<file path="src/rtl/fetch_pkg.sv">
// Shared fetch-unit types: controller states and PC step.
package fetch_pkg;

  typedef enum logic [1:0] {
    BOOT,
    RUN,
    WAIT_MEM,
    DRAIN
  } fetch_state_t;

  localparam logic [31:0] PC_INC = 32'd4;

endpackage

</file>
<file path="src/rtl/fetch_ctrl_sat_counter.sv">
// Saturating up-counter; holds at all-ones instead of wrapping.
module sat_counter #(
  parameter int W = 16
) (
  input  logic         clk,
  input  logic         rst_n,
  input  logic         inc,
  output logic [W-1:0] count
);

  always_ff @(posedge clk or negedge rst_n) begin
    if (!rst_n) begin
      count <= '0;
    end else if (inc && (count != '1)) begin
      count <= count + 1'b1;
    end
  end

endmodule

</file>
<file path="src/rtl/fetch_ctrl.sv">
// Fetch controller: next-PC select, stall/flush generation, redirect drain.
module fetch_ctrl
  import fetch_pkg::*;
#(
  parameter logic [31:0] RESET_VEC = 32'h0000_0000,
  parameter int          CNT_W     = 16
) (
  input  logic             clk,
  input  logic             rst_n,
  input  logic [31:0]      pc_f,
  input  logic             imem_ready,
  input  logic             hazard_stall,
  input  logic             branch_taken_e,
  input  logic [31:0]      branch_target_e,
  output logic [31:0]      pc_next,
  output logic             stall_f,
  output logic             stall_d,
  output logic             flush_d,
  output logic             flush_e,
  output logic             imem_req,
  output logic [CNT_W-1:0] stall_cnt
);

  fetch_state_t state_q, state_n;
  logic [31:0]  redir_q, redir_n;
  logic [31:0]  drain_tgt;

  always_ff @(posedge clk or negedge rst_n) begin
    if (!rst_n) begin
      state_q <= BOOT;
      redir_q <= '0;
    end else begin
      state_q <= state_n;
      redir_q <= redir_n;
    end
  end

  // A branch resolving during drain replaces the pending target at once.
  assign drain_tgt = branch_taken_e ? branch_target_e : redir_q;

  always_comb begin
    state_n  = state_q;
    redir_n  = redir_q;
    pc_next  = pc_f + PC_INC;
    stall_f  = 1'b0;
    stall_d  = 1'b0;
    flush_d  = 1'b0;
    flush_e  = 1'b0;
    imem_req = 1'b0;
    unique case (state_q)
      BOOT: begin
        pc_next = RESET_VEC;
        flush_d = 1'b1;
        state_n = RUN;
      end
      RUN, WAIT_MEM: begin
        imem_req = 1'b1;
        if (branch_taken_e) begin
          flush_d = 1'b1;
          flush_e = 1'b1;
          if (imem_ready) begin
            pc_next = branch_target_e;
            state_n = RUN;
          end else begin
            stall_f = 1'b1;
            redir_n = branch_target_e;
            state_n = DRAIN;
          end
        end else begin
          if (hazard_stall) begin
            stall_f = 1'b1;
            stall_d = 1'b1;
            flush_e = 1'b1;
          end else if (!imem_ready) begin
            stall_f = 1'b1;
            flush_d = 1'b1;
          end
          state_n = imem_ready ? RUN : WAIT_MEM;
        end
      end
      DRAIN: begin
        imem_req = 1'b1;
        flush_d  = 1'b1;
        flush_e  = branch_taken_e;
        pc_next  = drain_tgt;
        redir_n  = drain_tgt;
        stall_f  = !imem_ready;
        if (imem_ready) begin
          state_n = RUN;
        end
      end
      default: begin
        state_n = BOOT;
      end
    endcase
  end

  sat_counter #(
    .W(CNT_W)
  ) u_stall_cnt (
    .clk  (clk),
    .rst_n(rst_n),
    .inc  (stall_f),
    .count(stall_cnt)
  );

endmodule

</file>
<file path="config.mk">
export PLATFORM = sky130hd
export DESIGN_NAME = fetch_ctrl
export DESIGN_NICKNAME = d
export VERILOG_FILES = /design/src/rtl/fetch_pkg.sv /design/src/rtl/fetch_ctrl_sat_counter.sv /design/src/rtl/fetch_ctrl.sv
export SDC_FILE = /design/constraint.sdc
export NUM_CORES = 1
export LEC_CHECK = 0
export ABC_AREA = 1
export BUFFER_PORTS_ARGS = -buffer_cell sky130_fd_sc_hd__buf_2
export CORE_MARGIN = 10
export CORE_UTILIZATION = 35
export CTS_BUF_LIST = sky130_fd_sc_hd__clkbuf_8
export DETAILED_ROUTE_END_ITERATION = 10
export PLACE_DENSITY_LB_ADDON = 0.1
export SLEW_MARGIN = 30
export SYNTH_ARGS = -nofsm -noshare
export SYNTH_HDL_FRONTEND = slang
export SYNTH_HIERARCHICAL = 1
export SYNTH_SLANG_ARGS = --single-unit
</file>
<file path="constraint.sdc">
create_clock -name clk -period 1.76 [get_ports clk]
set_input_delay 0.352 -clock clk [delete_from_list [all_inputs] [get_ports clk]]
set_output_delay 0.352 -clock clk [all_outputs]
set_load 0.005 [all_outputs]
</file>
==> metrics.cfg <==
[timing]
final_hold_viol_count = 0
tightest_slew_ps = 386
rsz0062_at_grt = true
min_period_over_period_pct = 130
hold_slack_ps = 263
worst_slack_ps = -521
setup_violations = 84
finClkSkew_ps = 7.69
fmax_mhz = 438
period_needed_ps = 2280
fin_tns_setup_ps = -26050
relSlewSlack_pct = 74.0
final_max_slew_viol_count = 0

[floorplan]
io-pin-count = 122
die_w_um = 133
row_count = 41
die-area_sq_um = 17700
initial_utilization_pct = 35.6
coreArea_sq_um = 12600
die_h_um = 133

[cells_and_area]
utilization_pct = 58.3
fin_nets = 1027
final_common_cell = nand2_1
drive_gt1_share_pct = 42.7
layout_common_cells = 184 x nand2_1, 119 x buf_2, 79 x buf_4
antennaDiodeCount = 0
areaGrowthSynthToFinish_pct = 63.6

[drt]
ant_nets = 0
routedWlPerCell_um = 17.1
first_pass_iters = 5
drcViolationCount = 0
routed_via_density = 5.20
routed_wl_um = 19300
drt-initial-drc-count = 382
vias = 5859

[setup_path]
arrival_ps = 1930
critPathLaunchType = flip-flop
crit_fanout = 30
worst_r2r_path_depth = 11
end_kind = output pin
reg2reg_slack_ps = -300
critPathKind = reg -> out
r2r_end = redir_q[26]$_DFFE_PN0P_
crit_required_ps = 1410
regToRegStartpoint = state_q[0]$_DFFE_PN0P_

[synthesis]
avgSynthCellArea_sq_um = 6.06
synth_area_sq_um = 4480
synth_fp_nets = 813
yosysSeqAreaShare_pct = 27.9
synthCells = 739
ys_seq_elements = 50
ys_warn_count = 6
synth_cell_types = 29

[hold_path]
min_from = branch_target_e[23]
min_path_cells = 3
hold_end = redir_q[23]$_DFFE_PN0P_
hp-class = in -> reg

[power_and_ir_drop]
p_leak_nw = 3.46
vdd_drop_max_mv = 0.693
pwr_density_cell_nw_per_um2 = 1530

[global_routing]
grt_max_degree = 51
busiest_layer = met2
overflow = 0
antenna_found_initial = 0
first_global_vias = 6122
use_met1_pct = 24.4
met2_usage_pct = 38.4
grt_pass1_wl_um = 31000
grtUsageMet3_pct = 4.02
grt_util_all_layers_pct = 21.3

[clocking]
cts_htree_levels = 2
clock_latency_ps = 340
clock-root-buffer = clkbuf_8
clock-sinks = 50
clkTransAtPathRegs_ps = 110
cts_buffers = 5
clockBufferDepth = 2
cts_tree = done

[placed_design]
post-place-ws_ps = -331
port_buffers = 121
gp_congestion = 0.889
dp_hpwl_um = 12900

[flow_run]
drv_cap = 0

[run_status]
outcome = finished with violations
violations = negative setup slack

[kinds of logic (layout without fill, tap and decap cells)]
family | after synthesis | count (layout) | share of synthesized area, %
compound gates | 191 | 191 | 23.1
simple gates | 367 | 368 | 34.5
buf+inv | 110 | 324 | 10.0
fa+ha+maj | 5 | 5 | 1.40
xor+xnor | 16 | 16 | 3.13
flops | 50 | 50 | 27.9
[worst max-delay path: stages, from the launching register on]
cell	delay, ps
dfrtp_1	420
inv_2	70
ha_4	270
inv_1	60
buf_12	180
a21oi_1	120
o21ai_1	100
a21oi_2	200
buf_2	150
[synthesized netlist by cell type, drive strengths merged]
library cell / instances / area [sq um]
buf: 17 / 100
nand4: 7 / 58.8
xnor2: 11 / 96.3
dfrtp: 50 / 1250
nand2: 215 / 825
o211ai: 2 / 15.0
inv: 75 / 282
xor2: 5 / 43.8
nand3: 25 / 125
a31oi: 33 / 206
and2: 1 / 6.26
ha: 5 / 62.6
o21bai: 2 / 18.8
nor2: 115 / 499
o22ai: 1 / 20.0
o21ai: 60 / 308
a21oi: 93 / 465
clkbuf: 18 / 67.6
nand3b: 4 / 30.0
[per-layer routing]
layer	vias to the layer above	wire length, um
met4	0	382
met2	194	9910
li1	2838	-
met3	24	1130
met5	-	0
met1	2803	7860
[power by group]
| part | internal (mW) | switching (mW) | total, mW |
|---|---|---|---|
| combinational | 4.16 | 4.18 | 8.34 |
| sequential | 1.62 | 0.483 | 2.10 |
| clock | 0.286 | 0.498 | 0.784 |
[state kept, by name, summed over array words and instances (netlist names)]
signal	cells
redir_q	32
state_q	2
u_stall_cnt/count	16
[per-stage QoR]
stage | cells | instance area [sq um] | total power, mW
3_3_place_gp | 1087 | 5970 | 7.00
2_1_floorplan | 739 | 4510 | 4.85
3_5_place_dp | 1087 | 5970 | 7.12
4_1_cts | 1128 | 6890 | 10.3
5_1_grt | 1126 | 7330 | 11.9
6_report | 1126 | 7330 | 11.2
[layout make-up]
cell class | count | area (sq um)
clock buffer | 5 | 68.8
timing repair buffer | 241 | 1980
sequential | 50 | 1250
multi-input combinational | 580 | 3490
inverter | 75 | 294
tap | 172 | 215
clock inverter | 3 | 23.8
fill | 1237 | 5240
[worst max-delay path by stage]
stage                                                    to  slack (ps)  cells past startpoint                   start
final                                           pc_next[16]        -520                      8  state_q[0]$_DFFE_PN0P_
after global routing                            pc_next[16]        -580                      8  state_q[0]$_DFFE_PN0P_
after CTS                                           stall_f        -490                      9  state_q[0]$_DFFE_PN0P_
after detailed placement                        pc_next[26]        -330                     11                 pc_f[3]
after global placement                          pc_next[16]        -360                     11                 pc_f[2]
after floorplan           u_stall_cnt/count[15]$_DFFE_PN0P_         -40                     14  state_q[0]$_DFFE_PN0P_
[what timing repair did]
item                                    CTS  global route
setup buffers                            23             4
hold buffers                              1             0
resized for setup                       119           124
pin swaps                                30            31
hold endpoints to repair                  8             0
endpoints found under the setup margin   84            85
cloned                                   11             1
No activity file was read; power rests on OpenSTA's default activity.
